==> src/rtl/transpose_ctrl.sv <==
// Ping-pong 8x8 transpose flow control: row-major samples in, column-major samples out, 2-cycle bank-full-to-output latency.
// Input stalls while the write bank is full; reads are credit-gated against a 2-entry fall-through skid FIFO so out_ready backpressure never drops data.
module transpose_ctrl #(
    parameter int DATA_W     = 12,
    parameter int FIFO_DEPTH = 2
) (
    input  logic              clk,
    input  logic              rst,
    input  logic              in_valid,
    output logic              in_ready,
    input  logic [DATA_W-1:0] in_data,
    output logic              out_valid,
    input  logic              out_ready,
    output logic [DATA_W-1:0] out_data,
    output logic              out_last,
    output logic              mem_wren,
    output logic [6:0]        mem_waddr,
    output logic [DATA_W-1:0] mem_wdata,
    output logic              mem_rden,
    output logic [6:0]        mem_raddr,
    input  logic [DATA_W-1:0] mem_rdata,
    output logic [1:0]        bank_full
);

    localparam logic [2:0] DEPTH = 3'(FIFO_DEPTH);

    logic [1:0]             bank_full_q, bank_full_d;
    logic                   wbank_q, wbank_d;
    logic                   rbank_q, rbank_d;
    logic [5:0]             wcnt_q, wcnt_d;
    logic [5:0]             rcnt_q, rcnt_d;
    logic                   inflight_q, inflight_d;
    logic                   inflight_last_q, inflight_last_d;
    logic [1:0]             occ_q, occ_d;
    logic [1:0][DATA_W-1:0] slot_dat_q, slot_dat_d;
    logic [1:0]             slot_last_q, slot_last_d;

    logic       accept;
    logic       issue;
    logic       pop;
    logic       pop_store;
    logic       push_store;
    logic [1:0] occ_mid;
    logic [2:0] credit;

    always_comb begin
        in_ready  = !rst && !bank_full_q[wbank_q];
        accept    = in_valid && in_ready;

        // The read returning this cycle is visible at the output before it is stored.
        out_valid = !rst && ((occ_q != 2'd0) || inflight_q);
        out_data  = (occ_q != 2'd0) ? slot_dat_q[0] : mem_rdata;
        out_last  = (occ_q != 2'd0) ? slot_last_q[0] : inflight_last_q;
        pop       = out_valid && out_ready;

        credit    = {1'b0, occ_q} - {2'b0, pop} + {2'b0, inflight_q};
        issue     = !rst && bank_full_q[rbank_q] && (credit < DEPTH);

        mem_wren  = accept;
        mem_waddr = {wbank_q, wcnt_q};
        mem_wdata = in_data;
        mem_rden  = issue;
        mem_raddr = {rbank_q, rcnt_q[2:0], rcnt_q[5:3]};
        bank_full = bank_full_q;

        bank_full_d = bank_full_q;
        wbank_d     = wbank_q;
        rbank_d     = rbank_q;
        wcnt_d      = wcnt_q;
        rcnt_d      = rcnt_q;

        if (accept) begin
            wcnt_d = wcnt_q + 6'd1;
            if (wcnt_q == 6'd63) begin
                bank_full_d[wbank_q] = 1'b1;
                wbank_d              = !wbank_q;
            end
        end

        // Set and clear always hit different banks, so both can apply in one cycle.
        if (issue) begin
            rcnt_d = rcnt_q + 6'd1;
            if (rcnt_q == 6'd63) begin
                bank_full_d[rbank_q] = 1'b0;
                rbank_d              = !rbank_q;
            end
        end

        inflight_d      = issue;
        inflight_last_d = issue && (rcnt_q == 6'd63);

        pop_store   = pop && (occ_q != 2'd0);
        push_store  = inflight_q && !(pop && (occ_q == 2'd0));
        occ_mid     = occ_q - {1'b0, pop_store};
        slot_dat_d  = slot_dat_q;
        slot_last_d = slot_last_q;
        if (pop_store) begin
            slot_dat_d[0]  = slot_dat_q[1];
            slot_last_d[0] = slot_last_q[1];
        end
        if (push_store) begin
            slot_dat_d[occ_mid[0]]  = mem_rdata;
            slot_last_d[occ_mid[0]] = inflight_last_q;
        end
        occ_d = occ_mid + {1'b0, push_store};
    end

    always_ff @(posedge clk) begin
        if (rst) begin
            bank_full_q     <= 2'b00;
            wbank_q         <= 1'b0;
            rbank_q         <= 1'b0;
            wcnt_q          <= 6'd0;
            rcnt_q          <= 6'd0;
            inflight_q      <= 1'b0;
            inflight_last_q <= 1'b0;
            occ_q           <= 2'd0;
            slot_dat_q      <= '0;
            slot_last_q     <= 2'b00;
        end else begin
            bank_full_q     <= bank_full_d;
            wbank_q         <= wbank_d;
            rbank_q         <= rbank_d;
            wcnt_q          <= wcnt_d;
            rcnt_q          <= rcnt_d;
            inflight_q      <= inflight_d;
            inflight_last_q <= inflight_last_d;
            occ_q           <= occ_d;
            slot_dat_q      <= slot_dat_d;
            slot_last_q     <= slot_last_d;
        end
    end

endmodule
==> config.mk <==
export PLATFORM = sky130hd
export DESIGN_NAME = transpose_ctrl
export DESIGN_NICKNAME = d
export VERILOG_FILES = /design/src/rtl/transpose_ctrl.sv
export SDC_FILE = /design/constraint.sdc
export NUM_CORES = 1
export LEC_CHECK = 0
export CAP_MARGIN = 20
export CORE_AREA = 2 2 72 74
export CTS_CLUSTER_SIZE = 10
export DETAILED_ROUTE_END_ITERATION = 16
export DIE_AREA = 0 0 74 76
export PLACE_DENSITY = 0.93
export SLEW_MARGIN = 5
export SYNTH_ARGS = -nofsm -noshare
export SYNTH_HDL_FRONTEND = slang
export SYNTH_SLANG_ARGS = --single-unit
export TNS_END_PERCENT = 10
==> constraint.sdc <==
create_clock -name clk -period 4.95 [get_ports clk]
set_clock_uncertainty 0.1 [all_clocks]
set_input_delay 0.99 -clock clk [delete_from_list [all_inputs] [get_ports clk]]
set_output_delay 0.99 -clock clk [all_outputs]
set_load 0.01 [all_outputs]
==> flow_summary_export.csv <==
group,metric,value,unit
run_status,status,"complete, no violations",
power_and_ir_drop,leakagePower,0.9900,nW
job,drv_cap,0,
timing,worst_pin_slew,0.7528,ns
power_and_ir_drop,internal_power,0.0004967,W
critical_path,cp-end-kind,"output port",
power_and_ir_drop,clockPowerShare,33.9,%
cts,path_clk_slew,0.08,ns
cts,clk_path_buf_depth,2,
timing,drv_slew,0,
critical_path,crit_family,"buffers and inverters",
logic_synthesis,synth_xor_xnor_area_share,5.029,%
logic_synthesis,synth_seq_area_share,38.15,%
finish,fin_util,59.02,%
critical_path,r2r_cells,10,
logic_synthesis,netlist_area,0.002414,sq mm
critical_path,crit_type,"primary input to output port",
critical_path,worstPathArrival,3.54,ns
critical_path,worstPathRequired,3.86,ns
logic_synthesis,synthSimpleGateAreaFrac,21.00,%
drt,drt.antenna.violating_nets,0,
drt,wl,4856,um
hold_path,hold_path_end,"slot_dat_q[5]",
power_and_ir_drop,worst_ir_drop_vdd,0.1366,mV
timing,tns,0,ns
cts,cts_tree,"yes",
logic_synthesis,synthAdderAreaFrac,3.421,%
logic_synthesis,synth_seq_cells,46,
finish,finalNetCount,319,
logic_synthesis,yosys_warnings,0,
placed_design,hpwl,3219,um
drt,dr.pass1.iters,4,
global_route,grt_pass1_wl,8079,um
drt,drt_iter0_markers,68,
global_route,grt_max_degree,50,
global_route,grt_pass1_vias,1775,
critical_path,rrSetupSlack,1.86,ns
critical_path,r2r-end,"slot_dat_q[17]",
hold_path,holdCritStartpoint,"slot_dat_q[17]",
cts,postCtsSetupRepairBufs,0,
drt,post-route-drc-count,0,
die,num_rows,26,
drt,viasPerCell,5.186,
cts,clk_latency,0.30,ns
placed_design,numPlacedInstances,347,
global_route,antenna_found_initial,0,
power_and_ir_drop,switchingPower,0.0001433,W
timing,fmax,216.1,MHz
cts,cts.sinks,46,
power_and_ir_drop,seqPwrFrac,58.1,%
finish,syn2layout_area_growth,20.11,%
timing,hold_ws,0.3861,ns
finish,n_antenna_cell,0,
timing,hold_violations,0,
timing,setup_viol,0,
cts,cts-buffers-inserted,5,
placed_design,place_congestion,0.8695,
die,initial_core_util,49.13,%
critical_path,r2r_start,"occ_q[1]",
die,dieArea,0.005624,sq mm
die,ios,73,
logic_synthesis,synth_top_family_by_area,"simple AND/OR/NAND/NOR gates",
die,core,0.004912,sq mm
logic_synthesis,postSynthCellCount,254,
cts,cts_resized,0,
finish,fillerInstances,430,
power_and_ir_drop,swShare,22.39,%
timing,slew_headroom,49.76,%
hold_path,worstHoldPathCells,2,
critical_path,path_buf_inv,2,
placed_design,port_buffers,48,
logic_synthesis,synth.area.mux_share,13.74,%
power_and_ir_drop,pwr_density_cell,220.8,mW/mm^2
timing,fin_crit_sh,93.47,%
finish,drive_gt1_share,17.89,%
die,dieWidth,74,um
die,die_height,76,um
logic_synthesis,synth-compound-area-share,9.435,%
logic_synthesis,synth_cell_type_count,38,
logic_synthesis,synth_area_per_cell,9.502,sq um
finish,stdcell_count,355,
cts,holdBufCountCts,0,
critical_path,cp-start-kind,"primary input",
critical_path,crit_chain,"clkdlybuf4s50_1, and2_1, ha_1, nand2b_1, fa_1, nand2b_1, nor3_4, clkdlybuf4s50_1",
hold_path,min_path_type,"flop to flop",
drt,num_vias,1841,
power_and_ir_drop,combPwrFrac,8.0,%
critical_path,critPathSlowestCell,"clkdlybuf4s50_1",
timing,period_needed,4.627,ns
cts,htree_levels,2,
global_route,track_usage,18.06,%
critical_path,crit_path_max_incr_delay,0.59,ns
critical_path,path_max_fanout,5,
logic_synthesis,synth_nets,288,
global_route,grt-ovfl-total,0,
cts,cts_root_buf,"clkbuf_8",
power_and_ir_drop,p_total,0.0006400,W
timing,rsz0062_at_grt,"no",
drt,wl_per_cell,13.68,um
==> cell families (layout without fill, tap and decap cells) <==
group | count (synthesis) | count (layout)
AO/OA/AOI/OAI | 19 | 19
XOR/XNOR | 13 | 13
adder cells (fa/ha/maj) | 6 | 6
buffers and inverters | 35 | 66
flip-flops | 46 | 46
multiplexers | 31 | 31
AND/OR/NAND/NOR | 104 | 104
==> final cells by class <==
cell class	instances	area, sq um	area share (%)
Clock buffer	7	76.32	2.633
Inverter	7	31.28	1.079
Multi-Input combinational cell	173	1270	43.81
Sequential cell	46	920.9	31.77
Tap cell	70	87.58	3.021
Timing Repair Buffer	52	513.0	17.70
==> placed cells by master, fill, tap and decap left out, types with 2 or more instances in the layout <==
cell type,Yosys,routed
clkdlybuf4s50_1,0,47
dfxtp_1,46,46
nor2_1,41,41
nand2_1,23,23
mux2i_1,16,16
mux2_2,14,14
xnor2_1,10,10
nand2_2,9,9
a311oi_2,9,9
nor3_1,7,7
nand3_1,7,7
inv_1,6,6
ha_1,5,5
clkbuf_8,0,5
nand2b_1,4,4
a311oi_1,4,4
a21oi_1,3,3
buf_4,15,3
nand4b_1,2,2
nor2b_1,2,2
xor2_1,2,2
nor4_1,2,2
clkbuf_1,6,2
==> stage by stage <==
step                      cell area (sq um)  setup slack [ns]
after detailed placement               2808            0.3317
after global routing                   2899            0.2096
after CTS                              2884            0.3215
final                                  2899            0.3231
after floorplan                        2414             1.011
after global placement                 2808            0.3948
==> flip-flops by register name (all words and copies together), names as in the netlist <==
name and count:
inflight_last_q 1, bank_full 2, rbank_q 1, occ_q 2
wcnt_q 6, slot_last_q 2, wbank_q 1, slot_dat_q 24
inflight_q 1, rcnt_q 6
==> worst max path at each step <==
stage | start | to | slack, ns | cells after the start
after floorplan | rst | mem_rden | 1.01 | 8
after global placement | out_ready | mem_rden | 0.39 | 8
after detailed placement | out_ready | mem_rden | 0.33 | 8
after CTS | out_ready | mem_rden | 0.32 | 8
after global routing | out_ready | mem_rden | 0.21 | 8
final | out_ready | mem_rden | 0.32 | 8
==> cell usage after synthesis (all sizes together) <==
cell type / n / area (sq um)
dfxtp: 46 / 920.9
nor2: 42 / 160.2
nand2: 32 / 142.6
buf: 22 / 168.9
mux2i: 17 / 173.9
mux2: 14 / 157.7
a311oi: 13 / 170.2
xnor2: 10 / 87.58
nor3: 9 / 61.31
nand3: 7 / 35.03
clkbuf: 6 / 22.52
inv: 6 / 22.52
ha: 5 / 62.56
nand2b: 4 / 25.02
a21oi: 3 / 15.01
nor4: 3 / 33.78
xor2: 3 / 33.79
nand4b: 2 / 17.52
nor2b: 2 / 12.51
or2: 2 / 12.52
a211oi: 1 / 7.510
and2: 1 / 6.260
clkinv: 1 / 8.760
fa: 1 / 20.02
o311ai: 1 / 26.28
o31a: 1 / 8.760
==> metal layers <==
metal | track usage [%] | vias to the layer above | wire length, um
li1 | - | 902 | -
met1 | 23.01 | 869 | 2218
met2 | 29.91 | 63 | 2301
met3 | 4.630 | 7 | 265
met4 | 4.909 | 0 | 71
met5 | 0 | - | 0
==> worst reg2reg max path, cell delays in order (launching register included) <==
cell and delay, ns:
dfxtp_1 0.44, nor2_2 0.64, or2_1 0.20, buf_4 0.22, clkinv_4 0.19, ha_1 0.37, inv_1 0.07, ha_1 0.17
buf_4 0.27, mux2i_1 0.24, nor2_1 0.05
==> power groups by stage <==
stage	clock network [W]	registers [W]	logic (W)
after floorplan	0	0.000381	0.0000293
after global placement	0	0.000381	0.0000501
after detailed placement	0	0.000381	0.0000509
after CTS	0.000224	0.000372	0.0000513
after global routing	0.000241	0.000373	0.0000550
final	0.000217	0.000372	0.0000510
Power figures use the tool's default switching activity.
==> RTL change 1, RTL diff (config.mk and constraints unchanged) <==
`slot_dat_q` no longer has a reset.
--- a/src/rtl/transpose_ctrl.sv
+++ b/src/rtl/transpose_ctrl.sv
@@ -117,3 +117,2 @@
             occ_q           <= 2'd0;
-            slot_dat_q      <= '0;
             slot_last_q     <= 2'b00;
@@ -128,3 +127,2 @@
             occ_q           <= occ_d;
-            slot_dat_q      <= slot_dat_d;
             slot_last_q     <= slot_last_d;
@@ -133,2 +131,6 @@
 
+    always_ff @(posedge clk) begin
+        slot_dat_q <= slot_dat_d;
+    end
+
 endmodule
Check against the original RTL: same outputs for any inputs over 10 cycles, from zero or initial values and one cycle with rst high; that may be too few to reach the edited logic, so the function may still have changed.
==> RTL change 1 against the unedited design <==
Non-clock buffer count unchanged. Area after synthesis down 8.0%. Final area fell by 4.5%. Largest power group unchanged. Sequential cell count is the same. Critical path depth up 1. Core utilization decreased by 2.6 points. Cell count decreased by 12%. Via count decreased by 16%. Routed wire length fell by 15%. Total power grew 16%. Die area did not move. Setup slack got worse by 62 ps.
==> RTL change 1: results (changes against the unedited design) <==
* Detailed router's first-iteration violation count: 47 (-31%)
- Worst slew margin relative to its limit: 46.29% (-3.5 points)
- The signal arrival time at the worst endpoint came to 3600 ps (+60 ps).
- The met3 layer wire length in the routed design was 272 µm (+2.6%).
* Via total after detailed routing: 1554 (-16%)
* Total track usage: 14.62% (-3.4 points)
- The met3 capacity usage during global routing is 3.571% (-1.1 points).
* P_comb: 65.4 µW (+28%)
* Post-cts hold buffer count: 0 (unchanged)
- The total chip power was 743.1 µW (+16%).
- The met1 usage is 16.93% (-6.1 points).
- Portion of the post-synthesis area used by sequential elements: 46.90% (+8.7 points)
- The leakage power summed over all cells is 0.0009663 µW (-2.4%).
- The count of nets after finishing came to 277 (-13%).
- Placed wire-length estimate after detailed placement: 2946 µm (-8.5%)
- The cell sitting at the root of the clock tree is a clkbuf_8.
* Detailed route wirelength on metal2: 2017 µm (-12%)
- By count the netlist is led by dfxtp_1 (34), nor2_1 (17), nand2_1 (16).
- Number of unique standard cell types used by synthesis: 41 (+7.9%)
- The run finished with clean final reports.
- Register-to-Register Setup Slack: 2020 ps (+160 ps)
- Clock distribution power: 262 µW (+21%)
- Post-Synthesis Net Count: 240 (-17%)
* Number of synthesized flops with an enable pin: 12 (+12)
- Endpoint of the worst hold-timing path: slot_last_q[0]
* Layout cells sized above 1: 13.17% (-4.7 points)
- Cells taking the most area after synthesis: dfxtp_1 (31%), edfxtp_1 (16%), mux2_2 (7.1%)
- The worst hold path begins at inflight_last_q.
- The wire length of the first global-routing pass was 6472 µm (-20%).
- The final weighted congestion in routability-driven placement is 0.7317 (-16%).
- The largest net degree at the start of global routing is 30 (-40%).
- Reg2Reg Capture Point: rcnt_q[5]
- The routing usage on met2 is 25.45% (-4.5 points).
- The depth of the most critical reg-to-reg path came to 11 (+1).
* Number of global-route vias before repair: 1483 (-16%)
- The total number of H-tree levels was 2 (unchanged).
- The pre-CTS setup slack is 259.3 ps (-72.41 ps).
- Final hold slack: 387.7 ps (+1.621 ps)
- The maximum VDD drop came to 148.9 µV (+9.1%).
## RTL change 1: cell type report
cell class	instances	area, µm²
Clock buffer	5	68.82
Clock inverter	2	33.78
Fill cell	438	2143
Inverter	4	15.01
Multi-Input combinational cell	134	1012
Sequential cell	46	1041
Tap cell	70	87.58
Timing Repair Buffer	52	510.5
## RTL change 1: worst max-delay path by stage
stage               start       end  slack, ps  cells after the start
floorplan             rst  mem_rden       1000                      8
global placement      rst  mem_rden        310                      9
detailed placement    rst  mem_rden        260                      9
CTS                   rst  mem_rden        240                      9
global route          rst  mem_rden        140                      9
finish                rst  mem_rden        260                      9
## RTL change 1: logic make-up after synthesis
logic type      synth area share [%]
simple gates                   16.97
flops                          46.90
mux                            15.16
buf+inv                        7.497
compound gates                 5.017
xor+xnor                       4.735
fa+ha+maj                      3.720
## RTL change 1: metrics by stage
step | cell area [µm²] | std cells
after floorplan | 2220 | 206
after global placement | 2666 | 306
after detailed placement | 2666 | 306
after CTS | 2769 | 313
after global routing | 2769 | 313
final | 2769 | 313
==> RTL change 2, RTL diff (same flow settings) <==
Without the edit above. `DATA_W`: 12 -> 18.
--- a/src/rtl/transpose_ctrl.sv
+++ b/src/rtl/transpose_ctrl.sv
@@ -3,3 +3,3 @@
 module transpose_ctrl #(
-    parameter int DATA_W     = 12,
+    parameter int DATA_W     = 18,
     parameter int FIFO_DEPTH = 2
Interface: changed (resized in_data, mem_rdata, mem_wdata and out_data); port bits go from 73 to 97. No check against the original RTL was run, so the function may have changed too.
==> RTL change 2 against the unedited design <==
Via count up 55%. Setup slack got worse by 140 ps. Routed wire length rose by 53%. Final area rose by 32%. Area after synthesis increased by 31%. Total power grew 62%. Sequential cell count increased by 12. Largest power group is now the clock network. Highest routed layer unchanged.
==> RTL change 2: results (changes against the unedited design) <==
* Portion of the post-synthesis area used by sequential elements: 36.77% (-1.4 points)
- Flop pwr share: 45.3% (-13 points)
- The count of nets after finishing came to 449 (+41%).
* H-tree level count: 3 (+1)
- Startpoint of the worst hold path: slot_dat_q[24]
* Largest net degree at the start of global routing: 68 (+36%)
- The global-route usage over all layers came to 28.43% (+10 points).
* Synthesized-area fraction occupied by xor and xnor cells: 1.070% (-4.0 points)
- P_comb: 79.3 µW (+55%)
- Number of unique standard cell types used by synthesis: 43 (+13%)
* Layout cells sized above 1: 10.54% (-7.4 points)
- Grt met2 use: 46.79% (+17 points)
* Met1 wire length: 3037 µm (+37%)
- The total via count after detailed routing came to 2845 (+55%).
- The CTS buffer count is 9 (+4).
- Detailed Route WL: 7428 µm (+53%)
* Global Route met3 Usage: 4.894% (+0.26 points)
* Detailed router's first-iteration violation count: 265 (+290%)
- The multiplexer share of the synthesized area came to 9.588% (-4.1 points).
- Final hold slack: 405.0 ps (+18.93 ps)
* Cells taking the most area after synthesis: dfxtp_1 (37%), mux2i_1 (7.9%), nand2_1 (6.9%)
* Register-to-Register Setup Slack: 1910 ps (+50 ps)
- Wire per inst: 15.54 µm (+14%)
- The post-synth net total came to 421 (+46%).
- The average footprint of a synthesized cell was 8.421 µm² (-11%).
- The wire length of the first global-routing pass is 12740 µm (+58%).
- Worst supply voltage drop on vdd: 209.5 µV (+53%)
- Dpl cell area: 3608 µm² (+29%)
- Count of cells along the worst register-to-register path: 9 (-1)
* Total met3 wirelength after detailed routing: 559 µm (+110%)
* Share of synthesized cell area in full adder, half adder and majority cells: 2.615% (-0.81 points)
- Arrival time of the worst setup path: 3680 ps (+140 ps)
* Endpoint of the worst hold-timing path: slot_dat_q[6]
- Period utilization: 96.34% (+2.9 points)
- The cell total after placement is 462 (+33%).
* Outcome: completed
RTL change 2: cell types whose count changed after synthesis, moves of 5 or more:
cell / delta
or4_1: +5
xnor2_1: -9
buf_4: +6
nand2_1: +35
nand3_1: +19
o21ai_0: +20
clkbuf_1: +9
mux2i_1: +9
nand2_2: -9
nor2_1: -14
a311oi_1: +5
mux2_2: -14
nor3_1: +15
dfxtp_1: +12
RTL change 2: critical path, stage by stage:
cell	delay, ps
clkdlybuf4s50_1	510
and2_1	150
ha_1	220
nand2b_1	160
fa_1	600
nand2b_4	110
nor3_2	330
clkdlybuf4s50_1	610
RTL change 2: cell type report:
class	count	area, µm²	share of cell area [%]
clock buffer	11	141.4	3.694
clock inverter	5	77.57	2.027
inverter	8	30.03	0.7846
multi-input combinational	260	1689	44.13
sequential	58	1161	30.34
tap	70	87.58	2.288
timing repair buffer	66	640.6	16.74
